--- src/rtl/dma_chan_arbiter.sv ---
// rtl/dma_chan_arbiter.sv - N-channel DMA request arbiter with HRQ/HLDA bus handshake
//
// Purpose: synchronises DREQ, applies mask / software requests / polarity, requests
// the bus with HRQ, and on HLDA grants one channel (fixed or rotating priority)
// until timing control reports end of service or the CPU withdraws HLDA.
//
// Ports:
//   CLK, RESET       clock, asynchronous active-high reset
//   DREQ[NUM_CH]     asynchronous channel requests (active low when DREQ_SENSE_LOW)
//   HLDA             CPU hold acknowledge
//   MASK[NUM_CH]     1 = ignore that channel's hardware DREQ
//   SW_REQ[NUM_CH]   software request bits (not masked)
//   ROT_PRI          1 = rotating priority, 0 = fixed (ch0 highest)
//   DREQ_SENSE_LOW   DREQ polarity select
//   DACK_SENSE_HIGH  DACK polarity select
//   XFER_DONE        end-of-service pulse for the granted channel
//   HRQ              hold request to CPU
//   DACK[NUM_CH]     one-hot acknowledge
//   CH_ID[CHW]       granted channel index
//   BUSY             a channel is granted
//   SW_REQ_CLR       pulse clearing the served channel's software request
//   ABORT            pulse: grant lost because HLDA dropped
module dma_chan_arbiter #(
  parameter int NUM_CH      = 4,
  parameter int SYNC_STAGES = 2,
  parameter int CHW         = $clog2(NUM_CH)
) (
  input  logic              CLK,
  input  logic              RESET,
  input  logic [NUM_CH-1:0] DREQ,
  input  logic              HLDA,
  input  logic [NUM_CH-1:0] MASK,
  input  logic [NUM_CH-1:0] SW_REQ,
  input  logic              ROT_PRI,
  input  logic              DREQ_SENSE_LOW,
  input  logic              DACK_SENSE_HIGH,
  input  logic              XFER_DONE,
  output logic              HRQ,
  output logic [NUM_CH-1:0] DACK,
  output logic [CHW-1:0]    CH_ID,
  output logic              BUSY,
  output logic [NUM_CH-1:0] SW_REQ_CLR,
  output logic              ABORT
);

  localparam logic [1:0] ST_SI = 2'd0;
  localparam logic [1:0] ST_S0 = 2'd1;
  localparam logic [1:0] ST_SA = 2'd2;

  localparam logic [CHW-1:0] LAST_CH = CHW'(NUM_CH - 1);
  localparam logic [CHW:0]   NUM_CH_W = (CHW + 1)'(NUM_CH);

  logic [1:0]        state_q;
  logic [NUM_CH-1:0] sync_q [SYNC_STAGES];
  logic [NUM_CH-1:0] req;
  logic [NUM_CH-1:0] grant_q;
  logic [CHW-1:0]    ch_id_q;
  logic [CHW-1:0]    ptr_q;
  logic [NUM_CH-1:0] clr_q;
  logic              abort_q;

  logic [CHW-1:0]    start;
  logic [CHW:0]      cand;
  logic              win_found;
  logic [CHW-1:0]    win_id;
  logic [NUM_CH-1:0] win_oh;

  // Raw DREQ is synchronised; polarity is applied after the chain.
  always_ff @(posedge CLK or posedge RESET) begin
    if (RESET) begin
      for (int s = 0; s < SYNC_STAGES; s++) sync_q[s] <= '0;
    end else begin
      sync_q[0] <= DREQ;
      for (int s = 1; s < SYNC_STAGES; s++) sync_q[s] <= sync_q[s-1];
    end
  end

  assign req = ((sync_q[SYNC_STAGES-1] ^ {NUM_CH{DREQ_SENSE_LOW}}) & ~MASK) | SW_REQ;

  // Circular search starting at the priority pointer (0 in fixed mode).
  assign start = ROT_PRI ? ptr_q : '0;

  always_comb begin
    cand      = '0;
    win_found = 1'b0;
    win_id    = '0;
    win_oh    = '0;
    for (int off = 0; off < NUM_CH; off++) begin
      cand = {1'b0, start} + (CHW + 1)'(off);
      if (cand >= NUM_CH_W) cand = cand - NUM_CH_W;
      if (!win_found && req[cand[CHW-1:0]]) begin
        win_found = 1'b1;
        win_id    = cand[CHW-1:0];
      end
    end
    win_oh[win_id] = 1'b1;
  end

  always_ff @(posedge CLK or posedge RESET) begin
    if (RESET) begin
      state_q <= ST_SI;
      grant_q <= '0;
      ch_id_q <= '0;
      ptr_q   <= '0;
      clr_q   <= '0;
      abort_q <= 1'b0;
    end else begin
      clr_q   <= '0;
      abort_q <= 1'b0;
      if (!ROT_PRI) ptr_q <= '0;
      case (state_q)
        ST_SI: begin
          // A still-high HLDA belongs to the previous grant; wait for it to drop.
          if (|req && !HLDA) state_q <= ST_S0;
        end
        ST_S0: begin
          if (!(|req)) begin
            state_q <= ST_SI;
          end else if (HLDA) begin
            state_q <= ST_SA;
            grant_q <= win_oh;
            ch_id_q <= win_id;
          end
        end
        ST_SA: begin
          // Completion takes precedence over a simultaneous HLDA drop.
          if (XFER_DONE) begin
            state_q <= ST_SI;
            grant_q <= '0;
            clr_q   <= grant_q & SW_REQ;
            if (ROT_PRI) ptr_q <= (ch_id_q == LAST_CH) ? '0 : ch_id_q + CHW'(1);
          end else if (!HLDA) begin
            state_q <= ST_SI;
            grant_q <= '0;
            abort_q <= 1'b1;
          end
        end
        default: begin
          state_q <= ST_SI;
          grant_q <= '0;
        end
      endcase
    end
  end

  assign HRQ        = (state_q != ST_SI);
  assign BUSY       = (state_q == ST_SA);
  assign DACK       = DACK_SENSE_HIGH ? grant_q : ~grant_q;
  assign CH_ID      = ch_id_q;
  assign SW_REQ_CLR = clr_q;
  assign ABORT      = abort_q;

endmodule

--- config.mk ---
export PLATFORM = sky130hd
export DESIGN_NAME = dma_chan_arbiter
export DESIGN_NICKNAME = d
export VERILOG_FILES = /design/src/rtl/dma_chan_arbiter.sv
export SDC_FILE = /design/constraint.sdc
export NUM_CORES = 1
export LEC_CHECK = 0
export CORE_AREA = 3 3 61 91
export DETAILED_ROUTE_END_ITERATION = 12
export DIE_AREA = 0 0 64 94
export PLACE_DENSITY = 0.53
export SKIP_CTS_REPAIR_TIMING = 1
export SYNTH_ARGS = -nofsm -noshare
export SYNTH_HDL_FRONTEND = slang
export SYNTH_SLANG_ARGS = --single-unit
--- constraint.sdc ---
create_clock -name CLK -period 5.3 [get_ports CLK]
set_input_delay 1.06 -clock CLK [delete_from_list [all_inputs] [get_ports CLK]]
set_output_delay 1.06 -clock CLK [all_outputs]
set_load 0.005 [all_outputs]
==> results.toml, run 1 <==
[cells_and_area]
insertedDiodeCount = 0
final_common_cell = "clkdlybuf4s50_1"
fin_nets = 172
fin_cells = 217
multi_input_area_um2 = 574.3
fill_cells = 514
mostFrequentLayoutCells = "31 x clkdlybuf4s50_1, 23 x dfrtp_1, 11 x nand2_1"
syn2layout_area_growth_pct = 35.25
regArea_um2 = 575.6
drive_above_1_share_pct = 7.285

[grt]
grt_pass1_vias = 1071
grt_antenna_before_repair = 0
overflow = 0
grt_start_max_net_pins = 24
grt_usage_pct = 10.96
grt_pass1_wl_um = 5140

[clocking]
numClockSinks = 23
numCtsBuffers = 3
cts_tree = "done"
htreeDepth = 1
path_clk_slew_ps = 90
root_buffer = "clkbuf_8"
cts_buffer_depth = 2
clock_latency_ps = 270

[yosys]
synth.distinct_cells = 35
synth_fa_ha_area_share_pct = 1.046
synth-seq-area-share_pct = 48.12
synth_xor_area_share_pct = 6.485
async_reset_ff_share_pct = 100.0
netlist_instances = 119
synth_seq_cells = 23
synth_top_family_by_area = "compound AO/OA/AOI/OAI gates"
synth_fp_nets = 139
synth_edf_count = 0
syn-cell-area_um2 = 1196
synthMuxAreaShare_pct = 0.8368
ys.flop_type = "dfrtp_1"
synthSimpleGateAreaFrac_pct = 19.04
yosysWarnings = 0
synth_compound_area_share_pct = 20.61
syn_area_per_cell_um2 = 10.05

[die]
core-area_um2 = 4848
die_area_um2 = 6016
initial_core_util_pct = 24.67
die_w_um = 64
die-height_um = 94
ios = 32
rows = 31

[power]
swShare_pct = 27.56
p_comb_share_pct = 23.9
leakage_nw = 0.6556
power.share.clock_pct = 27.1
p_per_area_nw_per_um2 = 252.1
power_switching_uw = 112.4
p_int_uw = 295.4
peakVddDrop_uv = 111.6
pwr-share-seq_pct = 49.0

[place]
place_inst = 213
port_buffers = 31
gp_congestion = 0.7406
dp_hpwl_um = 2393

[critical_path]
rr_worst_depth = 7
slowest_delay_ps = 600
critical_path_buf_inv_count = 2
worstPathMaxFanout = 4
critPathArrivalTime_ps = 2360
reg2reg_to = "grant_q[1]"
r2r-start = "sync_q[0]"
end_kind = "output port"
critPathLaunchType = "primary input"
crit_chain = "clkdlybuf4s50_1, xnor2_1, clkdlybuf4s50_1"
cpMostUsedCell = "clkdlybuf4s50_1"
cp_top_family = "buffers and inverters"
cp.required_ps = 4240
slowest_stage = "clkdlybuf4s50_1"
r2r_slack_ps = 3240
crit_type = "primary input to output port"

[timing]
fin_crit_sh_pct = 64.48
skew_ps = 8.155
finalSetupViolCount = 0
maxSlewViolCount = 0
finalHoldViolCount = 0
rsz0062_at_grt = "no"
fin_crit_ps = 3417
slew-limit-headroom_pct = 42.58
setup-tns-final_ps = 0
fmax_mhz = 292.6
tightest_slew_ps = 860.4

[drt]
drtIter0Drc = 19
drc = 0
post_drt_wl_per_cell_um = 13.78
via_per_inst = 4.645
wl_um = 2990
drt_pre_antenna_iters = 4
antenna_left = 0
routed-via-count = 1008

[worst_hold_path]
whs_endpoint = "sync_q[1]"
worstHoldPathCells = 0
min_path_type = "flip-flop to flip-flop"
hp-start = "sync_q[5]"

[job]
drv_cap = 0

[status]
status = "complete, no violations"
## Yosys cell counts, types with 4 or more instances
library cell | instances | share of area, %
and3_1 | 4 | 2.1
a21oi_1 | 5 | 2.1
o21ai_0 | 4 | 1.7
o22ai_1 | 8 | 4.2
dfrtp_1 | 23 | 48
xnor2_1 | 7 | 5.1
inv_1 | 7 | 2.2
nand2_1 | 11 | 3.5
nor2_1 | 10 | 3.1
## sequential cells by signal, indices dropped and copies added (netlist names)
| register | count |
|---|---|
| state_q | 2 |
| ptr_q | 2 |
| grant_q | 4 |
| ABORT | 1 |
| sync_q | 8 |
| SW_REQ_CLR | 4 |
| CH_ID | 2 |
## worst reg2reg max path: stages (launching register included)
cell      delay, ps
dfrtp_1         380
xnor2_1         240
o21bai_2        150
nor4_1          590
nor2_1           80
nand3_1         210
nand4b_1        180
o22ai_1         100
## per-stage QoR
stage | hold slack, ps | total power [mW] | instance area, um2 | setup slack, ps | util, %
finish | 355.7 | 0.4078 | 1618 | 1883 | 33.37
CTS | 355.5 | 0.4140 | 1618 | 1870 | 33.37
floorplan | 331.2 | 0.2523 | 1196 | 2730 | -
global placement | 333.2 | 0.2997 | 1569 | 1887 | 32.36
detailed placement | 334.7 | 0.3023 | 1569 | 1891 | 32.36
global route | 364.7 | 0.4368 | 1618 | 1796 | 33.37
## power by group through the flow
stage	clock network, mW	registers (mW)	logic, mW
CTS	0.114	0.200	0.0993
detailed placement	0	0.204	0.0986
global placement	0	0.203	0.0968
finish	0.111	0.200	0.0976
floorplan	0	0.200	0.0525
global route	0.126	0.202	0.108
## metal layers
metal	GRT usage (%)	vias to the layer above	share of wire (%)
li1	-	488	-
met1	12.19	477	38
met2	20.02	38	56
met3	2.156	5	4.8
met4	4.324	0	1.4
met5	0	-	0
## cell families (layout without fill, tap and decap cells)
family,count (synthesis),after routing
compound gates,31,31
xor+xnor,8,8
fa+ha+maj,1,1
buf+inv,10,42
flops,23,23
mux,1,1
simple gates,45,45
## layout make-up
cell class	count	area share (%)
clock buffers	3	2.552
clock inverters	1	0.4640
inverters	7	1.624
multi-input cells	86	35.50
flip-flops and latches	23	35.58
well taps	66	5.104
repair buffers	31	19.18
## worst max-delay path by stage
stage                          startpoint    endpoint  cells after the start
after global placement    DACK_SENSE_HIGH     DACK[2]                      3
final                     DACK_SENSE_HIGH     DACK[2]                      3
after floorplan            DREQ_SENSE_LOW  grant_q[1]                      8
after CTS                 DACK_SENSE_HIGH     DACK[2]                      3
after detailed placement  DACK_SENSE_HIGH     DACK[2]                      3
after global routing      DACK_SENSE_HIGH     DACK[2]                      3
(Power assumes the default switching activity.)
==> run 2: changes to the inputs <==
Clock period 5.3 ns to 3.3 ns, I/O delays scaled along.
==> run 2 against run 1 <==
Effect of this change:
- via count increased by 2.4%
- global-route usage shrank 0.55 points
- utilization rose by 0.15 points
- sequential share of layout area shrank 0.16 points
- largest cell class unchanged
- non-clock buffer count grew 1
- die area is the same
- clock skew decreased by 0.71 ps
- worst hold slack lost 1.2 ps
- cell area grew 0.46%
==> results.toml, run 2 (same netlist as run 1, synthesis figures left out) <==
[place]
dp_hpwl_um = 2424
gp_congestion = 0.9454
dp_slack_ps = 426.1
place_inst = 214
port_buffers = 31

[critical_path]
critPathArrivalTime_ps = 1960
crit_type = "primary input to output port"
worstPathMaxFanout = 4
r2r_slack_ps = 1300
crit_chain = "clkdlybuf4s50_1, xnor2_1, clkdlybuf4s50_1"
reg2reg_to = "grant_q[1]"
end_kind = "output port"
slowest_stage = "clkdlybuf4s50_1"
slowest_delay_ps = 600
critPathLaunchType = "primary input"
r2r-start = "ptr_q[1]"
cp_top_family = "buffers and inverters"
cpMostUsedCell = "clkdlybuf4s50_1"
cp.required_ps = 2640
critical_path_buf_inv_count = 2
rr_worst_depth = 7

[cells_and_area]
syn2layout_area_growth_pct = 35.88
drive_above_1_share_pct = 7.895
fin_cells = 218
top_register = "sync_q"
mostFrequentLayoutCells = "31 x clkdlybuf4s50_1, 23 x dfrtp_1, 11 x nand2_1"
insertedDiodeCount = 0
largest_reg_flops = 8
final_common_cell = "clkdlybuf4s50_1"
fin_nets = 173

[timing]
tightest_slew_ps = 884.7
setup_slack_ps = 681.5
finalSetupViolCount = 0
slew-limit-headroom_pct = 40.96
finalHoldViolCount = 0
fin_crit_sh_pct = 79.35
holdWs_ps = 354.5
fin_crit_ps = 2618
skew_ps = 7.447
maxSlewViolCount = 0
rsz0062_at_grt = "no"
fmax_mhz = 381.9
setup-tns-final_ps = 0

[die]
initial_core_util_pct = 24.67
die_w_um = 64
die-height_um = 94
core-area_um2 = 4848
ios = 32
die_area_um2 = 6016
rows = 31

[power]
swShare_pct = 27.91
leakage_nw = 0.6610
peakVddDrop_uv = 163.4
p_comb_share_pct = 23.9
pwr-share-seq_pct = 48.6
p_int_uw = 474.6
power_switching_uw = 183.8
p_per_area_nw_per_um2 = 405.1
power.share.clock_pct = 27.4

[clocking]
htreeDepth = 1
clock_latency_ps = 270
root_buffer = "clkbuf_8"
cts_buffer_depth = 2
path_clk_slew_ps = 90
numCtsBuffers = 3
numClockSinks = 23
cts_tree = "done"

[drt]
routed-via-count = 1032
drtIter0Drc = 52
drc = 0
antenna_left = 0
wl_um = 3032
via_per_inst = 4.734
drt_pre_antenna_iters = 4
post_drt_wl_per_cell_um = 13.91

[job]
drv_cap = 0

[status]
status = "complete, no violations"

[grt]
grt_start_max_net_pins = 24
overflow = 0
grt_usage_pct = 10.41
grt_antenna_before_repair = 0
grt_pass1_vias = 1067
grt_pass1_wl_um = 4850

[worst_hold_path]
worstHoldPathCells = 0
min_path_type = "flip-flop to flip-flop"
hp-start = "sync_q[7]"
whs_endpoint = "sync_q[3]"
## run 2: changes by cell type in the layout (fill, tap and decap cells not counted)
cell	change
buf_4	+1
## run 2: cell type report
cell class	count	area [um2]
sequential	23	575.6
timing repair buffer	32	317.8
inverter	7	26.28
fill	512	3223
clock inverter	1	7.507
multi-input combinational	86	574.3
tap	66	82.58
clock buffer	3	41.29
## run 2: per-layer routing
metal  up-vias  track usage (%)  wire (um)
met4         0            5.045         65
met2        42            18.90       1655
met3        15            2.036        126
met1       486            11.32       1184
met5         -                0          0
li1        489                -          -
## run 2: per-stage QoR
| step | utilization (%) | power, mW | area (um2) |
|---|---|---|---|
| global route | 33.52 | 0.6945 | 1625 |
| finish | 33.52 | 0.6584 | 1625 |
| detailed placement | 32.52 | 0.4843 | 1577 |
| floorplan | - | 0.4052 | 1196 |
| global placement | 32.52 | 0.4824 | 1577 |
| CTS | 33.52 | 0.6677 | 1625 |
## run 2: worst max-delay path by stage
stage	from	endpoint	slack [ps]	cells past startpoint
floorplan	DREQ_SENSE_LOW	grant_q[1]	1130	8
global placement	DREQ_SENSE_LOW	grant_q[0]	440	9
detailed placement	DREQ_SENSE_LOW	grant_q[1]	430	8
CTS	DACK_SENSE_HIGH	DACK[2]	670	3
global route	DREQ_SENSE_LOW	grant_q[1]	580	9
finish	DACK_SENSE_HIGH	DACK[2]	680	3
## run 2: power groups by stage
stage / combinational [mW] / sequential, mW / clock (mW)
after floorplan: 0.0843 / 0.321 / 0
after global placement: 0.157 / 0.326 / 0
after detailed placement: 0.158 / 0.327 / 0
after CTS: 0.159 / 0.321 / 0.188
after global routing: 0.171 / 0.324 / 0.199
final: 0.158 / 0.320 / 0.180
==> run 3: changes to the inputs <==
Settings changed: PLACE_DENSITY 0.53 to 0.54.
Clock period 3.3 ns to 2.2 ns, I/O delays scaled along.
==> run 3 against run 2 <==
Effect of this change:
- worst setup slack got worse by 540 ps
- cell area grew 6.9%
- wire length is 5.2% higher
- critical endpoint is now grant_q[3]
==> results.toml, run 3 (same netlist as run 1, synthesis figures left out) <==
[timing]
finalSetupViolCount = 0
skew_ps = 2.362
setup_slack_ps = 138.9
maxSlewViolCount = 0
finalHoldViolCount = 0
fmax_mhz = 485.2
fin_crit_sh_pct = 93.69
holdWs_ps = 353.4
tightest_slew_ps = 340.5
fin_crit_ps = 2061
rsz0062_at_grt = "no"
slew-limit-headroom_pct = 77.06

[die]
initial_core_util_pct = 24.67
die_w_um = 64
die-height_um = 94
ios = 32
die_area_um2 = 6016
rows = 31
core-area_um2 = 4848

[critical_path]
critPathArrivalTime_ps = 2210
slowest_delay_ps = 440
crit_chain = "clkdlybuf4s50_1, o21bai_4, o22ai_1, a221o_1, a221o_1, a2bb2oi_2, o22ai_1"
end_kind = "flip-flop"
crit_type = "primary input to flip-flop"
slowest_stage = "clkdlybuf4s50_1"
worstPathMaxFanout = 5
r2r_slack_ps = 230
critPathLaunchType = "primary input"
cp.required_ps = 2340

[cells_and_area]
mostFrequentLayoutCells = "28 x clkdlybuf4s50_1, 23 x dfrtp_1, 14 x buf_4"
largest_reg_flops = 8
syn2layout_area_growth_pct = 45.29
fin_cells = 231
post-route-util_pct = 35.85
top_register = "sync_q"
insertedDiodeCount = 0
fill_cells = 510
multi_input_area_um2 = 581.8
final_common_cell = "clkdlybuf4s50_1"
fin_nets = 186
drive_above_1_share_pct = 15.76
regArea_um2 = 575.6

[job]
drv_cap = 0

[grt]
busiest_layer = "met2"
grt_usage_pct = 11.54
use_met3_pct = 1.796
grt_pass1_wl_um = 5382
grt_start_max_net_pins = 24
use_met2_pct = 20.71
grt_antenna_before_repair = 0
grt_pass1_vias = 1158
overflow = 0
grtUsageMet1_pct = 12.30

[clocking]
cts_tree = "done"
clock_latency_ps = 270
cts_buffer_depth = 2
path_clk_slew_ps = 90
numClockSinks = 23
root_buffer = "clkbuf_8"
numCtsBuffers = 3
htreeDepth = 1

[power]
peakVddDrop_uv = 322.6
power_mw = 1.010
leakage_nw = 0.7561
p_per_area_nw_per_um2 = 581.3

[status]
status = "complete, no violations"

[drt]
wl_um = 3189
post_drt_wl_per_cell_um = 13.81
drtIter0Drc = 41
antenna_left = 0
drc = 0
routed-via-count = 1047
via_per_inst = 4.532
drt_pre_antenna_iters = 4

[place]
place_inst = 227
gp_congestion = 0.8981
port_buffers = 31
dp_hpwl_um = 2514
dp_slack_ps = -504.7

[worst_hold_path]
min_path_type = "flip-flop to flip-flop"
[run 3: cell count changes in the layout (fill, tap and decap cells not counted), sizes merged]
cell,change
buf,+13
clkdlybuf4s50,-3
dlymetal6s2s,+3
[run 3: critical path: cells and delay by family]
| family | cells | cell delay, ps |
|---|---|---|
| compound gates | 6 | 1320 |
| buf+inv | 1 | 440 |
[run 3: layer usage]
layer,vias up,part of all wire [%]
met5,-,0
met4,0,3.2
met3,9,3.6
met2,36,53
met1,482,40
li1,520,-
[run 3: cell type report]
| type | instances | area share, % |
|---|---|---|
| multi-input combinational | 86 | 33.48 |
| clock inverter | 1 | 0.4320 |
| timing repair buffer | 45 | 24.33 |
| clock buffer | 3 | 2.376 |
| sequential | 23 | 33.12 |
| tap | 66 | 4.752 |
| inverter | 7 | 1.512 |
[run 3: stage by stage]
| stage | instance area [um2] | TNS [ps] |
|---|---|---|
| 2_1_floorplan | 1196 | 0 |
| 3_3_place_gp | 1674 | -2484 |
| 3_5_place_dp | 1674 | -2827 |
| 4_1_cts | 1723 | -922.7 |
| 5_1_grt | 1738 | 0 |
| 6_report | 1738 | 0 |
[run 3: path summary, 6_finish.rpt]
path                            from             to  cells after the start
setup / recovery             MASK[1]     grant_q[3]                      7
hold / removal             sync_q[7]      sync_q[3]                      0
setup reg to reg           sync_q[1]     grant_q[3]                      7
hold reg to reg            sync_q[7]      sync_q[3]                      0
max in group asynchronous      RESET     grant_q[0]                      3
min in group asynchronous      RESET  SW_REQ_CLR[1]                      3
[run 3: report_power, final]
group	switching, mW	leakage (nW)	total, mW	internal [mW]
Sequential	0.0278	0.296	0.480	0.452
Clock	0.145	0.0217	0.273	0.128
Combinational	0.110	0.438	0.257	0.147
